--- src/rtl/instr_fetch.sv ---
// rtl/instr_fetch.sv - instruction-fetch stage in front of a synchronous-read instruction RAM
//
// Purpose:
//   Drives the instruction RAM read address every cycle and absorbs the RAM's
//   one-cycle read latency. It handles stall (re-read the same word) and
//   redirect (restart at a new word index). It hands a valid instruction/PC
//   pair to decode.
//
// Ports:
//   clk          in   1           single clock, posedge
//   reset        in   1           asynchronous, active-high
//   stall        in   1           decode cannot accept; hold current instruction
//   redirect     in   1           taken branch/jump; restart fetch at redirect_pc
//   redirect_pc  in   PC_WIDTH    redirect target word index
//   imem_addr    out  PC_WIDTH    RAM read address (combinational)
//   imem_dout    in   DATA_WIDTH  RAM read data for the address sampled last posedge
//   instr_out    out  DATA_WIDTH  instruction to decode (equals imem_dout)
//   pc_out       out  PC_WIDTH    word index of instr_out
//   instr_valid  out  1           instr_out/pc_out meaningful
//   perf_fetched out  32          (INSTR_FETCH_PERF_EN only) RUN cycles delivering an instruction
//   perf_stalled out  32          (INSTR_FETCH_PERF_EN only) RUN cycles held by stall
//
// Optional feature macro: INSTR_FETCH_PERF_EN

module instr_fetch #(
  parameter int PC_WIDTH   = 9,
  parameter int DATA_WIDTH = 32,
  parameter int RESET_PC   = 0
) (
  input  logic                  clk,
  input  logic                  reset,
  input  logic                  stall,
  input  logic                  redirect,
  input  logic [PC_WIDTH-1:0]   redirect_pc,
  output logic [PC_WIDTH-1:0]   imem_addr,
  input  logic [DATA_WIDTH-1:0] imem_dout,
  output logic [DATA_WIDTH-1:0] instr_out,
  output logic [PC_WIDTH-1:0]   pc_out,
`ifdef INSTR_FETCH_PERF_EN
  output logic [31:0]           perf_fetched,
  output logic [31:0]           perf_stalled,
`endif
  output logic                  instr_valid
);

  localparam logic [0:0] ST_BOOT = 1'b0;
  localparam logic [0:0] ST_RUN  = 1'b1;

  localparam logic [PC_WIDTH-1:0] LP_RESET_PC = PC_WIDTH'(RESET_PC);

  logic [0:0]          r_state;
  logic [PC_WIDTH-1:0] r_f_pc;     // address whose data is on imem_dout now
  logic                r_f_valid;

  logic [PC_WIDTH-1:0] w_pc_inc;
  logic [PC_WIDTH-1:0] w_next_pc;

  // Natural modulo-2^PC_WIDTH wrap; no bubble on rollover.
  assign w_pc_inc = r_f_pc + PC_WIDTH'(1);

  // The next-address choice is also the value f_pc takes at the next posedge.
  // So the RAM address and the registered PC can never disagree.
  always_comb begin
    w_next_pc = w_pc_inc;
    if (reset) begin
      w_next_pc = LP_RESET_PC;
    end else if (redirect) begin
      w_next_pc = redirect_pc;
    end else if (r_state == ST_BOOT) begin
      w_next_pc = LP_RESET_PC;
    end else if (stall) begin
      w_next_pc = r_f_pc;
    end
  end

  always_ff @(posedge clk or posedge reset) begin
    if (reset) begin
      r_state   <= ST_BOOT;
      r_f_pc    <= LP_RESET_PC;
      r_f_valid <= 1'b0;
    end else begin
      r_state   <= ST_RUN;
      r_f_pc    <= w_next_pc;
      r_f_valid <= 1'b1;
    end
  end

  assign imem_addr   = w_next_pc;
  assign instr_out   = imem_dout;
  assign pc_out      = r_f_pc;
  // Registered only: no combinational path from stall/redirect to valid.
  assign instr_valid = r_f_valid;

`ifdef INSTR_FETCH_PERF_EN
  logic [31:0] r_perf_fetched;
  logic [31:0] r_perf_stalled;
  logic        w_run_active;

  assign w_run_active = (r_state == ST_RUN) && r_f_valid && !redirect;

  always_ff @(posedge clk or posedge reset) begin
    if (reset) begin
      r_perf_fetched <= 32'd0;
      r_perf_stalled <= 32'd0;
    end else if (w_run_active) begin
      if (stall) begin
        r_perf_stalled <= r_perf_stalled + 32'd1;
      end else begin
        r_perf_fetched <= r_perf_fetched + 32'd1;
      end
    end
  end

  assign perf_fetched = r_perf_fetched;
  assign perf_stalled = r_perf_stalled;
`endif

endmodule

--- config.mk ---
export PLATFORM = sky130hd
export DESIGN_NAME = instr_fetch
export DESIGN_NICKNAME = d
export VERILOG_FILES = /design/src/rtl/instr_fetch.sv
export SDC_FILE = /design/constraint.sdc
export NUM_CORES = 1
export LEC_CHECK = 0
export CORE_MARGIN = 1
export CORE_UTILIZATION = 28
export DETAILED_ROUTE_END_ITERATION = 6
export PLACE_DENSITY = 0.85
export SLEW_MARGIN = 30
export SYNTH_ARGS = -nofsm -noshare
export SYNTH_HDL_FRONTEND = slang
export SYNTH_SLANG_ARGS = --single-unit
--- constraint.sdc ---
create_clock -name clk -period 3.2 [get_ports clk]
set_input_delay 0.32 -clock clk [delete_from_list [all_inputs] [get_ports clk]]
set_output_delay 0.32 -clock clk [all_outputs]
set_load 0.05 [all_outputs]
Word level (Yosys, flattened, before mapping)

Index checks and enable logic that the tools add are counted.
Widths: inputs -> output; s select.

Register bits after elaboration: 10
Output and inout bits: 51
Word-level logic and storage cells: 7

Add/sub/neg operators: 1
Multiplexer cells: 4

Operators with widths:

| kind                | count |
|---|---|
| $mux 9              | 4 |
| $add 9x1->9 const B | 1 |

Longest topological paths before layout

Gate-level depths: netlist (run 1).

Depth after elaboration: 5
Gate-level depth with buffers: 5

Least setup slack after synthesis (run 1)

Ideal clock, no wire load.

Path kind: flip-flop to output port
Start point: reg r_f_pc[0] (netlist: pc_out[0])
End point: out imem_addr[5]
Stages on the path, launching flop included: 5
Setup slack: 0.677 ns
Arrival: 2.203 ns
Path buffers: 0
Required time: 2.880 ns
Path through: dfrtp_1 -> nand3b_1 -> nor2_1 -> xnor2_1 -> o21ai_0

Longest elaborated chain between the ends: 5

RTL lines:

| element                | RTL line | source |
|---|---|---|
| start, declared        | 52       | `logic [PC_WIDTH-1:0] r_f_pc;` |
| start signal, assigned | 83       | `r_f_pc <= w_next_pc;` |
| $add 9x1->9            | 59       | `assign w_pc_inc = r_f_pc + PC_WIDTH'(1);` |
| $mux 9                 | 71       | `end else if (stall) begin` |
| $mux 9                 | 69       | `end else if (r_state == ST_BOOT) begin` |
| $mux 9                 | 67       | `end else if (redirect) begin` |
| $mux 9                 | 65       | `if (reset) begin` |
| end, declared          | 35       | `output logic [PC_WIDTH-1:0] imem_addr,` |

No other way between the ends.

Final worst setup path (run 1)

Start point: in stall
End point: out imem_addr[7]

Longest elaborated chain between the ends: 4

RTL lines:

| element         | RTL line | source |
|---|---|---|
| start, declared | 32       | `input logic stall,` |
| $mux 9          | 71       |  |
| $mux 9          | 69       |  |
| $mux 9          | 67       |  |
| $mux 9          | 65       |  |

No other way between the ends.

==> results_dict.tcl, run 1 <==
set metrics [dict create \
    clkLatencyLatePin_ns 0.27 \
    ys_async_sr_fraction_pct 100 \
    synth_cells 90 \
    fin_crit_sh_pct 83.8 \
    start_util_pct 30.6 \
    crit_path_frequent_cell "clkdlybuf4s50_1" \
    crit_arrival_ns 2.36 \
    cts-buffers-inserted 3 \
    avgSynthCellArea_sq_um 8.73 \
    synth_common_cells "buf_4 (32), dfrtp_1 (10), nand2_1 (10), xnor2_1 (5)" \
    finalHoldViolCount 0 \
    grtUsageTotal_pct 12.1 \
    drv_slew 0 \
    finalWirelength_microns 1580 \
    p_total_uw 332 \
    rsz0062_at_grt "false" \
    fin_nets 141 \
    synth_warnings 0 \
    clock-sinks 10 \
    die_y_microns 55.0 \
    preCtsSetupSlack_ns 0.506 \
    synth_flop_cell "dfrtp_1" \
    antenna_found_initial 0 \
    synth_edf_count 0 \
    dp_hpwl_microns 1260 \
    clk_pin_slew_ns 0.06 \
    drtPass1Iterations 4 \
    grt_max_degree 11 \
    utilization_pct 36.0 \
    htree_levels 1 \
    num_antenna_cells 0 \
    ys_types 22 \
    wl_per_cell_microns 12.8 \
    slowest_stage "clkdlybuf4s50_1" \
    powerDensity_nw_per_um2 360 \
    cts-resized-gates 0 \
    synth-seq-cells 10 \
    die_w_microns 55.0 \
    max_freq_mhz 373 \
    fp-row-count 18 \
    grt-ovfl-total 0 \
    leakage_uw 0.000360 \
    synth_area_leaders "dfrtp_1 (32%), buf_4 (31%), xnor2_1 (5.6%)" \
    drive_above_1_share_pct 8.60 \
    drtIter0Drc 3 \
    tightestPinTransition_ns 0.508 \
    setup_viol 0 \
    critPathLaunchType "input port" \
    maxSlewHeadroom_pct 66.0 \
    critPathCaptureType "output pin" \
    yosysMostFrequentCell "buf_4" \
    hold_class "input port to asynchronous set/reset pin" \
    holdBufCountCts 0 \
    crit_type "input port to output pin" \
    path_cells "clkdlybuf4s50_1, nand3b_1, nor3_2, xnor2_1, o21ai_1, clkdlybuf4s50_1" \
    via_count 566 \
    status "complete, no violations" \
    io_pins 96 \
    drv_cap 0 \
    skew_ns 0.00158 \
    dieArea_sq_um 3020 \
    synth_fp_nets 136 \
    drcViolationCount 0 \
    synth_top_area_share_pct 31.8 \
    yosysSeqAreaShare_pct 31.8 \
    setup_tns_ns 0 \
    via_per_inst 4.60 \
    coreArea_sq_um 2570 \
    ant_nets 0 \
    synth_area_sq_um 786 \
    syn2layout_area_growth_pct 17.5 \
    postCtsSetupBuffers 0 \
    synth_area_leader_cell "dfrtp_1" \
    timing.final.ws_setup_ns 0.517 \
    max_stage_delay_ns 0.84 \
    irDropWorstVdd_v 0.000238 \
    fin_crit_ns 2.68 \
    root_buffer "clkbuf_4" \
    routabilityCongestion 0.801 \
    required_ns 2.88 \
    grt_pass1_vias 541 \
    crit_fanout 7 \
    cts.path.max_buffers 2 \
    port_buffers 31 \
    grt_pass1_wl_microns 2420 \
    cts_tree "done" \
]
## cell usage in the layout (no fill, tap or decap)
| master | n |
|---|---|
| nand4b_1 | 1 |
| nand2b_1 | 1 |
| nand4b_2 | 1 |
| buf_4 | 1 |
| nand3b_1 | 1 |
| ha_1 | 1 |
| nor2b_1 | 2 |
| nor3_2 | 2 |
| mux2_2 | 1 |
| xnor2_1 | 5 |
| clkbuf_4 | 3 |
| nand3_1 | 2 |
| a22oi_1 | 2 |
| a21oi_1 | 1 |
| o21ai_1 | 4 |
| dfrtp_1 | 10 |
| o21ai_0 | 3 |
| a21o_1 | 1 |
| inv_1 | 3 |
| conb_1 | 1 |
| nand2_1 | 10 |
| nor2_1 | 4 |
| clkdlybuf4s50_1 | 31 |
| xor2_1 | 2 |
## flip-flops by register name (all words and copies together) (netlist names)
| register | flops |
|---|---|
| instr_valid | 1 |
| pc_out | 9 |
## kinds of logic (layout without fill, tap and decap cells)
logic type	after synthesis	after routing	synth area share, %
AND/OR/NAND/NOR	24	24	16.9
XOR/XNOR	7	7	7.80
other	1	1	0.477
flip-flops	10	10	31.8
adder cells (fa/ha/maj)	1	1	1.59
multiplexers	1	1	1.43
AO/OA/AOI/OAI	11	11	7.96
buffers and inverters	35	38	32.0
## power breakdown
group          switching [uW]  internal, uW
clock network            42.1          43.5
registers                7.57           133
logic                    64.2          42.1
## metrics by stage
step	cells	instance area (sq um)	hold WS [ns]
floorplan	90	786	0.168
global route	123	923	0.546
finish	123	923	0.487
detailed placement	120	901	0.589
CTS	123	923	0.490
global placement	120	901	0.590
## path summary, 6_finish.rpt
| path | cells past startpoint | to | slack [ns] | start |
|---|---|---|---|---|
| hold reg to reg | 2 | pc_out[8] | 0.60 | pc_out[8] |
| setup / recovery | 6 | imem_addr[7] | 0.52 | stall |
| setup reg to reg | 4 | pc_out[1] | 1.85 | pc_out[0] |
| max in group asynchronous | 3 | pc_out[8] | 2.58 | reset |
| min in group clk | 2 | pc_out[8] | 0.60 | pc_out[8] |
| hold / removal | 3 | pc_out[2] | 0.49 | reset |
## worst max-delay path: cells and delay by family
| family | cells | cell delay [ns] |
|---|---|---|
| AO/OA/AOI/OAI | 1 | 0.18 |
| XOR/XNOR | 1 | 0.08 |
| buffers and inverters | 2 | 1.34 |
| AND/OR/NAND/NOR | 2 | 0.44 |
## layout make-up
class	count	area, sq um
sequential	10	250
clock buffer	3	22.5
inverter	3	11.3
tap	30	37.5
multi-input combinational	45	284
timing repair buffer	32	318
fill	279	1640
## metal layers
| layer | vias to the layer above | GRT usage [%] | wire length (microns) |
|---|---|---|---|
| met5 | - | 0 | 0 |
| met4 | 0 | 7.92 | 49 |
| met3 | 13 | 5.74 | 200 |
| met2 | 35 | 18.7 | 727 |
| met1 | 250 | 13.2 | 600 |
| li1 | 268 | - | - |
Power figures use the tool's default switching activity.
==> inputs of run 2 (changes only) <==
- CORE_UTILIZATION: 28 -> 26
- PLACE_DENSITY: 0.85 -> 0.8
- clock period: 3.2 -> 2.6 ns (I/O delays scaled with it)
==> run 2 against run 1 <==
Compared with the run above: the flow now finishes with violations (DRC); routed wire length increased by 8.4%; sequential power increased by 23%; flip-flop and latch count unchanged; setup slack got worse by 0.35 ns; clock-buffer cell count increased by 1; register-to-register slack got worse by 0.67 ns; cell count increased by 1.6%; critical path type is now flip-flop to output pin; largest cell class unchanged.
==> results_dict.tcl, run 2 (synthesis results as in run 1) <==
set metrics [dict create \
    crit_fanout 5 \
    fin_crit_sh_pct 93.5 \
    leakage_uw 0.000404 \
    crit_type "flip-flop to output pin" \
    max_stage_delay_ns 0.70 \
    root_buffer "clkbuf_4" \
    final_cell_mix "clkdlybuf4s50_1 (23), nand2_1 (10), dfrtp_1 (10), buf_12 (7), xnor2_1 (5)" \
    start_util_pct 28.0 \
    routabilityCongestion 0.761 \
    required_ns 2.34 \
    cts-resized-gates 0 \
    setup_tns_ns 0 \
    clock-sinks 10 \
    coreArea_sq_um 2810 \
    fp-row-count 19 \
    critPathLaunchType "flip-flop" \
    grt_max_degree 11 \
    placed_cells 121 \
    dp_hpwl_microns 1400 \
    cts_tree "done" \
    die_w_microns 57.0 \
    layout_commonest_cell "clkdlybuf4s50_1" \
    powerDensity_nw_per_um2 452 \
    drv_cap 0 \
    num_antenna_cells 0 \
    rsz0062_at_grt "false" \
    clkLatencyLatePin_ns 0.26 \
    drtPass1Iterations 6 \
    ant_nets 0 \
    grtUsageTotal_pct 11.0 \
    drive_above_1_share_pct 18.1 \
    maxSlewHeadroom_pct 66.1 \
    grt_pass1_vias 581 \
    largest_reg_flops 9 \
    syn2layout_area_growth_pct 28.0 \
    final.fill_count 294 \
    finalHoldViolCount 0 \
    drcViolationCount 18 \
    clk_pin_slew_ns 0.07 \
    fin_nets 141 \
    setup_viol 0 \
    violations "DRC" \
    grt_pass1_wl_microns 2750 \
    port_buffers 31 \
    cts-buffers-inserted 3 \
    io_pins 96 \
    htree_levels 1 \
    via_per_inst 4.45 \
    fin_crit_ns 2.43 \
    critPathCaptureType "output pin" \
    drtIter0Drc 20 \
    dieArea_sq_um 3250 \
    skew_ns 0.00428 \
    postCtsSetupBuffers 0 \
    max_freq_mhz 411 \
    die_y_microns 57.0 \
    finalWirelength_microns 1710 \
    wl_per_cell_microns 13.7 \
    holdBufCountCts 0 \
    tightestPinTransition_ns 0.507 \
    path_cells "ha_1, mux2_2, a22oi_1, nor2_1, clkdlybuf4s50_1" \
    slowest_stage "clkdlybuf4s50_1" \
    grt-ovfl-total 0 \
    irDropWorstVdd_v 0.000219 \
    cts.path.max_buffers 2 \
    crit_arrival_ns 2.17 \
    status "finished, violations left" \
    antenna_found_initial 0 \
    via_count 556 \
    finalNonFillerCells 125 \
    drv_slew 0 \
    hold_class "input port to asynchronous set/reset pin" \
]
## run 2: changes by cell type in the layout (fill, tap and decap cells not counted)
cell             delta
buf_4               +1
buf_12              +7
clkdlybuf4s50_1     -8
clkbuf_8            +1
## run 2: stage by stage
step	utilization (%)	total power (uW)	setup slack (ns)	cell area (sq um)	hold WS [ns]
floorplan	-	382	0.137	786	0.108
global placement	34.6	320	0.258	970	0.520
detailed placement	34.6	322	0.240	970	0.520
CTS	35.9	464	0.142	1010	0.425
global route	35.9	481	0.0501	1010	0.453
finish	35.9	455	0.169	1010	0.421
## run 2: per-layer routing
| layer | vias to the layer above | global-route usage, % | share of wire [%] |
|---|---|---|---|
| met3 | 2 | 7.03 | 14 |
| met5 | - | 0 | 0 |
| met4 | 0 | 3.14 | 0.47 |
| li1 | 266 | - | - |
| met2 | 47 | 17.5 | 48 |
| met1 | 241 | 12.3 | 37 |
## run 2: report_power, final
part | internal [uW] | switching [uW] | total, uW | leakage [uW]
sequential | 163 | 9.26 | 172 | 0.000132
combinational | 62.8 | 82.3 | 145 | 0.000251
clock | 85.0 | 52.5 | 137 | 0.0000210
total | 311 | 144 | 455 | 0.000404
## run 2: final timing paths
kind                               start       endpoint  slack (ns)  depth (start not counted)
min                                reset      pc_out[0]        0.42                          3
min reg2reg                    pc_out[8]      pc_out[8]        0.67                          2
min in group clk           imem_dout[30]  instr_out[30]        0.52                          0
max                            pc_out[0]   imem_addr[1]        0.17                          5
max in group asynchronous          reset      pc_out[6]        2.03                          3
max reg2reg                    pc_out[1]      pc_out[8]        1.18                          5
## run 2: layout make-up
type                       count  area, sq um  share of cell area, %
multi-input combinational     45          284                   28.2
inverter                       3         11.3                   1.12
tap                           31         38.8                   3.86
timing repair buffer          32          385                   38.3
clock buffer                   4         36.3                   3.61
sequential                    10          250                   24.9
## run 2: worst max-delay path: cells and delay by family, from the launching register on
| kind | cells | cell delay, ns |
|---|---|---|
| flops | 1 | 0.42 |
| fa+ha+maj | 1 | 0.30 |
| mux | 1 | 0.26 |
| compound gates | 1 | 0.15 |
| simple gates | 1 | 0.08 |
| buf+inv | 1 | 0.70 |
